### config.mk
export PLATFORM = sky130hd
export DESIGN_NAME = pe_sys_drain
export DESIGN_NICKNAME = d
export VERILOG_FILES = /design/src/rtl/pe_pkg.sv /design/src/rtl/pe_drain_row_fifo.sv /design/src/rtl/pe_sys_drain.sv
export SDC_FILE = /design/constraint.sdc
export NUM_CORES = 2
export LEC_CHECK = 0
export CORE_UTILIZATION = 50
export CTS_CLUSTER_SIZE = 10
export DETAILED_ROUTE_END_ITERATION = 8
export PLACE_DENSITY = 0.69
export SYNTH_ARGS = -nofsm -noshare
export SYNTH_HDL_FRONTEND = slang
export SYNTH_HIERARCHICAL = 1
export SYNTH_SLANG_ARGS = --single-unit
### constraint.sdc
create_clock -name clk -period 98.8 [get_ports clk]
set_clock_uncertainty 0.2 [all_clocks]
set_input_delay 9.88 -clock clk [delete_from_list [all_inputs] [get_ports clk]]
set_output_delay 9.88 -clock clk [all_outputs]
set_load 0.005 [all_outputs]
### src/rtl/pe_pkg.sv
// Shared defaults, derived beat count and drain FSM state type for the PE column drain path.
package pe_pkg;
  localparam int PE_COLS      = 16;
  localparam int PE_IN_WIDTH  = 48;
  localparam int PE_OUT_WIDTH = 32;
  localparam int PE_LANES     = 4;
  localparam int PE_DEPTH     = 4;
  localparam int BEATS        = PE_COLS / PE_LANES;

  typedef enum logic {
    IDLE = 1'b0,
    SEND = 1'b1
  } drain_state_e;

  function automatic int beats_of(input int cols, input int lanes);
    return cols / lanes;
  endfunction

  function automatic int clog2_min1(input int n);
    return (n > 1) ? $clog2(n) : 1;
  endfunction
endpackage

### src/rtl/pe_drain_row_fifo.sv
// Register FIFO of whole array rows; a push into a full FIFO is accepted when the head pops the same cycle.
module pe_drain_row_fifo import pe_pkg::*; #(
  parameter int WIDTH = PE_COLS * PE_IN_WIDTH,
  parameter int DEPTH = PE_DEPTH
) (
  input  logic                     clk,
  input  logic                     rst,
  input  logic                     push_i,
  input  logic                     pop_i,
  input  logic [WIDTH-1:0]         wdata_i,
  output logic [WIDTH-1:0]         head_o,
  output logic [WIDTH-1:0]         next_o,
  output logic                     full_o,
  output logic                     empty_o,
  output logic                     accept_o,
  output logic [$clog2(DEPTH):0]   count_o
);
  localparam int PTR_W = $clog2(DEPTH);
  localparam int CNT_W = $clog2(DEPTH) + 1;

  logic [WIDTH-1:0] mem [DEPTH];
  logic [PTR_W-1:0] wr_ptr_q, wr_ptr_d, rd_ptr_q, rd_ptr_d;
  logic [CNT_W-1:0] count_q, count_d;

  assign full_o   = (count_q == CNT_W'(DEPTH));
  assign empty_o  = (count_q == '0);
  assign accept_o = push_i & (~full_o | pop_i);
  assign head_o   = mem[rd_ptr_q];
  assign next_o   = mem[rd_ptr_q + PTR_W'(1)];
  assign count_o  = count_q;

  always_comb begin
    wr_ptr_d = wr_ptr_q + PTR_W'(accept_o);
    rd_ptr_d = rd_ptr_q + PTR_W'(pop_i);
    count_d  = count_q + CNT_W'(accept_o) - CNT_W'(pop_i);
  end

  always_ff @(posedge clk or posedge rst) begin
    if (rst) begin
      wr_ptr_q <= '0;
      rd_ptr_q <= '0;
      count_q  <= '0;
    end else begin
      wr_ptr_q <= wr_ptr_d;
      rd_ptr_q <= rd_ptr_d;
      count_q  <= count_d;
    end
  end

  // Row storage carries data only; validity lives in the pointers and count.
  always_ff @(posedge clk) begin
    if (accept_o) mem[wr_ptr_q] <= wdata_i;
  end
endmodule

### src/rtl/pe_sys_drain.sv
// Captures PE array rows into a row FIFO and serialises them as LANES-wide beats on a valid/ready stream.
// Define PE_DRAIN_SAT_EN to signed-saturate each word to OUT_WIDTH instead of truncating.
module pe_sys_drain import pe_pkg::*; #(
  parameter int COLS      = PE_COLS,
  parameter int IN_WIDTH  = PE_IN_WIDTH,
  parameter int OUT_WIDTH = PE_OUT_WIDTH,
  parameter int LANES     = PE_LANES,
  parameter int DEPTH     = PE_DEPTH
) (
  input  logic                         clk,
  input  logic                         rst,
  input  logic [COLS*IN_WIDTH-1:0]     bottom_in,
  input  logic                         capture_in,
  output logic [LANES*OUT_WIDTH-1:0]   out_data,
  output logic                         out_valid,
  input  logic                         out_ready,
  output logic                         out_last,
  output logic                         ovf_out,
  input  logic                         ovf_clr_in,
  output logic [$clog2(DEPTH):0]       rows_pending
);
  localparam int NB     = beats_of(COLS, LANES);
  localparam int BEAT_W = clog2_min1(NB);
  localparam int CNT_W  = $clog2(DEPTH) + 1;
  localparam int ROW_W  = COLS * IN_WIDTH;
  localparam int IDX_W  = $clog2(ROW_W);

  function automatic logic [OUT_WIDTH-1:0] narrow(input logic signed [IN_WIDTH-1:0] v);
`ifdef PE_DRAIN_SAT_EN
    logic signed [IN_WIDTH-1:0] maxv;
    logic signed [IN_WIDTH-1:0] minv;
    maxv = {{(IN_WIDTH-OUT_WIDTH+1){1'b0}}, {(OUT_WIDTH-1){1'b1}}};
    minv = {{(IN_WIDTH-OUT_WIDTH+1){1'b1}}, {(OUT_WIDTH-1){1'b0}}};
    if (v > maxv)      narrow = maxv[OUT_WIDTH-1:0];
    else if (v < minv) narrow = minv[OUT_WIDTH-1:0];
    else               narrow = v[OUT_WIDTH-1:0];
`else
    narrow = OUT_WIDTH'(v);
`endif
  endfunction

  logic [ROW_W-1:0]           head_row, next_row, nxt_head_row;
  logic [CNT_W-1:0]           fifo_cnt, cnt_after;
  logic                       fifo_full, fifo_empty, accept, fire, pop;
  drain_state_e               state_q, state_d;
  logic [BEAT_W-1:0]          beat_q, beat_d;
  logic [LANES*OUT_WIDTH-1:0] data_q, data_d;
  logic                       last_q, last_d, ovf_q, ovf_d;

  pe_drain_row_fifo #(.WIDTH(ROW_W), .DEPTH(DEPTH)) u_fifo (
    .clk      (clk),
    .rst      (rst),
    .push_i   (capture_in),
    .pop_i    (pop),
    .wdata_i  (bottom_in),
    .head_o   (head_row),
    .next_o   (next_row),
    .full_o   (fifo_full),
    .empty_o  (fifo_empty),
    .accept_o (accept),
    .count_o  (fifo_cnt)
  );

  assign fire      = (state_q == SEND) & out_ready;
  assign pop       = fire & (beat_q == BEAT_W'(NB-1)) & ~fifo_empty;
  assign cnt_after = fifo_cnt + CNT_W'(accept) - CNT_W'(pop);

  always_comb begin
    state_d = state_q;
    beat_d  = beat_q;
    case (state_q)
      IDLE: if (cnt_after != '0) state_d = SEND;
      SEND: begin
        if (fire) begin
          if (beat_q == BEAT_W'(NB-1)) begin
            beat_d = '0;
            if (cnt_after == '0) state_d = IDLE;
          end else begin
            beat_d = beat_q + BEAT_W'(1);
          end
        end
      end
      default: state_d = IDLE;
    endcase
  end

  // The output register is loaded from the head row as it will be after this cycle's push/pop,
  // bypassing bottom_in when the incoming row becomes the head.
  always_comb begin
    logic signed [IN_WIDTH-1:0] word;
    word = '0;
    if (cnt_after != '0 && (fifo_cnt - CNT_W'(pop)) == '0) nxt_head_row = bottom_in;
    else if (pop)                                          nxt_head_row = next_row;
    else                                                   nxt_head_row = head_row;
    data_d = '0;
    last_d = 1'b0;
    if (state_d == SEND) begin
      for (int l = 0; l < LANES; l++) begin
        word = nxt_head_row[IDX_W'((int'(beat_d) * LANES + l) * IN_WIDTH) +: IN_WIDTH];
        data_d[l*OUT_WIDTH +: OUT_WIDTH] = narrow(word);
      end
      last_d = (beat_d == BEAT_W'(NB-1));
    end
  end

  always_comb begin
    ovf_d = ovf_q;
    if (capture_in & fifo_full & ~pop) ovf_d = 1'b1;
    else if (ovf_clr_in)               ovf_d = 1'b0;
  end

  always_ff @(posedge clk or posedge rst) begin
    if (rst) begin
      state_q <= IDLE;
      beat_q  <= '0;
      data_q  <= '0;
      last_q  <= 1'b0;
      ovf_q   <= 1'b0;
    end else begin
      state_q <= state_d;
      beat_q  <= beat_d;
      data_q  <= data_d;
      last_q  <= last_d;
      ovf_q   <= ovf_d;
    end
  end

  assign out_valid    = (state_q == SEND);
  assign out_data     = data_q;
  assign out_last     = last_q;
  assign ovf_out      = ovf_q;
  assign rows_pending = fifo_cnt;
endmodule

==> impl_metrics.tcl <==
set metrics [dict create \
    hold_viol_final 0 \
    fin_tns_setup_ps 0 \
    critPathKind "primary input to flip-flop" \
    grt_max_degree 168 \
    holdPathEnd "ovf_out" \
    path_cells "clkdlybuf4s50_1, nand4b_4, clkinv_8, nor4b_1, buf_4, nor2b_1, nand2b_1, nand2_1, ha_1, fa_1, nor3b_2, nor3_2, buf_4, nand2_8, buf_12, buf_4, buf_4, buf_4, mux2i_1, o21ai_0, a22oi_1, a21oi_1" \
    viasPerCell 6.83 \
    max_stage_delay_ps 830 \
    cts_setup_buffers 0 \
    die_w_microns 463 \
    worst-r2r-cell-count 23 \
    syn_inst 6153 \
    maxCapViolations 0 \
    internal-power_mw 2.68 \
    synth_nets 6939 \
    cp-end-kind "flip-flop" \
    pwr-share-clk_pct 20.3 \
    grt_use_met3_pct 9.11 \
    rsz0062_at_grt "no" \
    whs_path_depth 2 \
    drc 0 \
    hp-class "flip-flop to flip-flop" \
    clock-sinks 2252 \
    first_pass_iters 8 \
    grt_use_met1_pct 36.9 \
    p_leak_nw 39.1 \
    cts-root-buf "clkbuf_16" \
    area_growth_pct 15.8 \
    numCtsBuffers 281 \
    worstHoldStart "ovf_out" \
    ios 907 \
    place.port_buffers 666 \
    ant_nets 0 \
    wl_per_cell_microns 34.2 \
    fmax_mhz 56.4 \
    dieArea_sq_um 215000 \
    antenna_found_initial 174 \
    cts_tree "yes" \
    maxSlewViolCount 0 \
    fp-row-count 168 \
    final_cell_area_sq_um 123000 \
    final.min_clock_period_ps 17730 \
    gr-usage-met2_pct 47.7 \
    drive_above_1_share_pct 21.9 \
    place_area_sq_um 115000 \
    timing.rr.start "u_fifo/count_o[0]" \
    status "finished clean" \
    finalSetupViolCount 0 \
    gp_congestion 0.887 \
    arrival_ps 18320 \
    finalCritPeriodShare_pct 17.9 \
    dp_hpwl_mm 210 \
    drt_iter0_markers 8488 \
    overflow 0 \
    power_density_nw_per_um2 36.3 \
    p_sw_mw 1.78 \
    grt_busiest_layer "met2" \
    dieHeight_microns 463 \
    cts.path.max_buffers 4 \
    clkLatencyLatePin_ps 920 \
    cp_slowest_cell "nor3b_2" \
    nNetsFinal 7482 \
    path_max_fanout 112 \
    hold_buffers 0 \
    relSlewSlack_pct 10.6 \
    cp_top_family "buffers and inverters" \
    switching_share_pct 39.9 \
    grt_use_total_pct 30.5 \
    synth_area_sq_um 106000 \
    path_common_cell "buf_4" \
    crit-reg2reg-capture "out_data[103]" \
    ys_warn_count 6 \
    critPathLaunchType "primary input" \
    r2r_slack_ps 89780 \
    cp_num_buf_inv 8 \
    grt_pass1_wl_mm 473 \
    clk_pin_slew_ps 50 \
    h-tree-depth 5 \
    post_cts_resized 0 \
    syn_area_per_cell_sq_um 17.3 \
    worstPathRequired_ps 99390 \
    worstMarginPinSlew_ps 1330 \
    ir_drop_v 0.0000441 \
    num_vias 66390 \
    p_comb_share_pct 48.9 \
    wl_mm 332 \
    initial_core_util_pct 50.5 \
    pwr-share-seq_pct 30.8 \
    core_sq_um 210000 \
    grt_pass1_vias 66112 \
]
## worst max path at each step
stage,slack [ps],cells past startpoint,from,to
after floorplan,31170,7,out_ready,u_fifo/mem[0][0]
after global placement,80100,22,out_ready,out_data[103]
after detailed placement,80030,22,out_ready,out_data[23]
after CTS,80960,22,out_ready,out_data[103]
after global routing,80580,22,out_ready,out_data[103]
final,81070,22,out_ready,out_data[103]
## worst register-to-register path, cell delays in order (launching register included)
cell      delay [ps]
dfrtp_1          360
buf_4            230
nor3_1           220
nand4b_4         210
clkinv_8         340
nor4b_1          400
buf_4            220
nor2b_1          100
nand2b_1         190
nand2_1           90
ha_1             160
fa_1             500
nor3b_2          840
nor3_2            60
buf_4            240
nand2_8          580
buf_12           550
buf_4            800
buf_4            760
buf_4            670
mux2i_1          170
o21ai_0          580
a22oi_1          160
a21oi_1          300
## cell type report
type                            count  area (sq um)
Fill cell                       15527         87300
Sequential cell                  2252         66900
Multi-Input combinational cell   3327         36600
Timing Repair Buffer              819          8020
Clock buffer                      404          7660
Tap cell                         2805          3510
Antenna cell                       84           210
Clock inverter                     12           119
Inverter                           15          82.6
## layout by cell type, fill, tap and decap left out, types with 8 or more instances in the layout
master and n:
or2_1 14, nor3_1 97, nor2_1 233, a311oi_1 27, o21a_1 12, o22ai_1 212, o31ai_1 10, mux2i_1 259
o221ai_1 14, ha_1 9, or3_1 29, o311ai_0 17, clkbuf_16 287, nand2_1 348, buf_4 137, a211oi_1 41
clkdlybuf4s50_1 666, nand2b_1 8, a31oi_1 41, clkbuf_1 113, diode_2 84, o21ai_0 270, mux2_2 45, a221o_1 16
inv_1 11, a221oi_1 11, nand3_1 79, o22a_1 111, buf_12 16, a22oi_1 47, o311a_1 14, o211ai_1 139
edfxtp_1 2112, o21ai_1 8, mux4_2 952, o2bb2ai_1 16, a21oi_1 151, dfrtp_1 138
## sequential cells by signal (all words and copies together) (netlist names)
name	count
u_fifo/count_o	3
beat_q	2
ovf_out	1
u_fifo/wr_ptr_q	2
out_valid	1
out_last	1
out_data	128
u_fifo/rd_ptr_q	2
u_fifo/mem	2112
## power groups by stage
stage / logic (mW) / clock network [mW] / registers (mW)
finish: 2.18 / 0.908 / 1.38
global route: 2.29 / 0.953 / 1.39
CTS: 2.18 / 0.918 / 1.37
detailed placement: 2.17 / 0 / 1.39
global placement: 2.14 / 0 / 1.37
floorplan: 1.44 / 0 / 1.65
## per-layer routing
metal	routed length, microns	part of all wire [%]
met5	891	0.27
met1	115000	35
met2	160000	48
met4	22400	6.7
met3	34400	10
## stage by stage
| step | cells | util [%] | total power, mW | setup slack [ps] | hold slack, ps |
|---|---|---|---|---|---|
| 3_3_place_gp | 9218 | 54.7 | 3.52 | 80100 | 332 |
| 3_5_place_dp | 9218 | 54.7 | 3.56 | 80030 | 326 |
| 5_1_grt | 9683 | 58.5 | 4.64 | 80580 | 391 |
| 2_1_floorplan | 6153 | - | 3.09 | 31170 | 261 |
| 4_1_cts | 9634 | 58.4 | 4.47 | 80960 | 339 |
| 6_report | 9718 | 58.5 | 4.47 | 81070 | 334 |
Power figures use the tool's default switching activity.
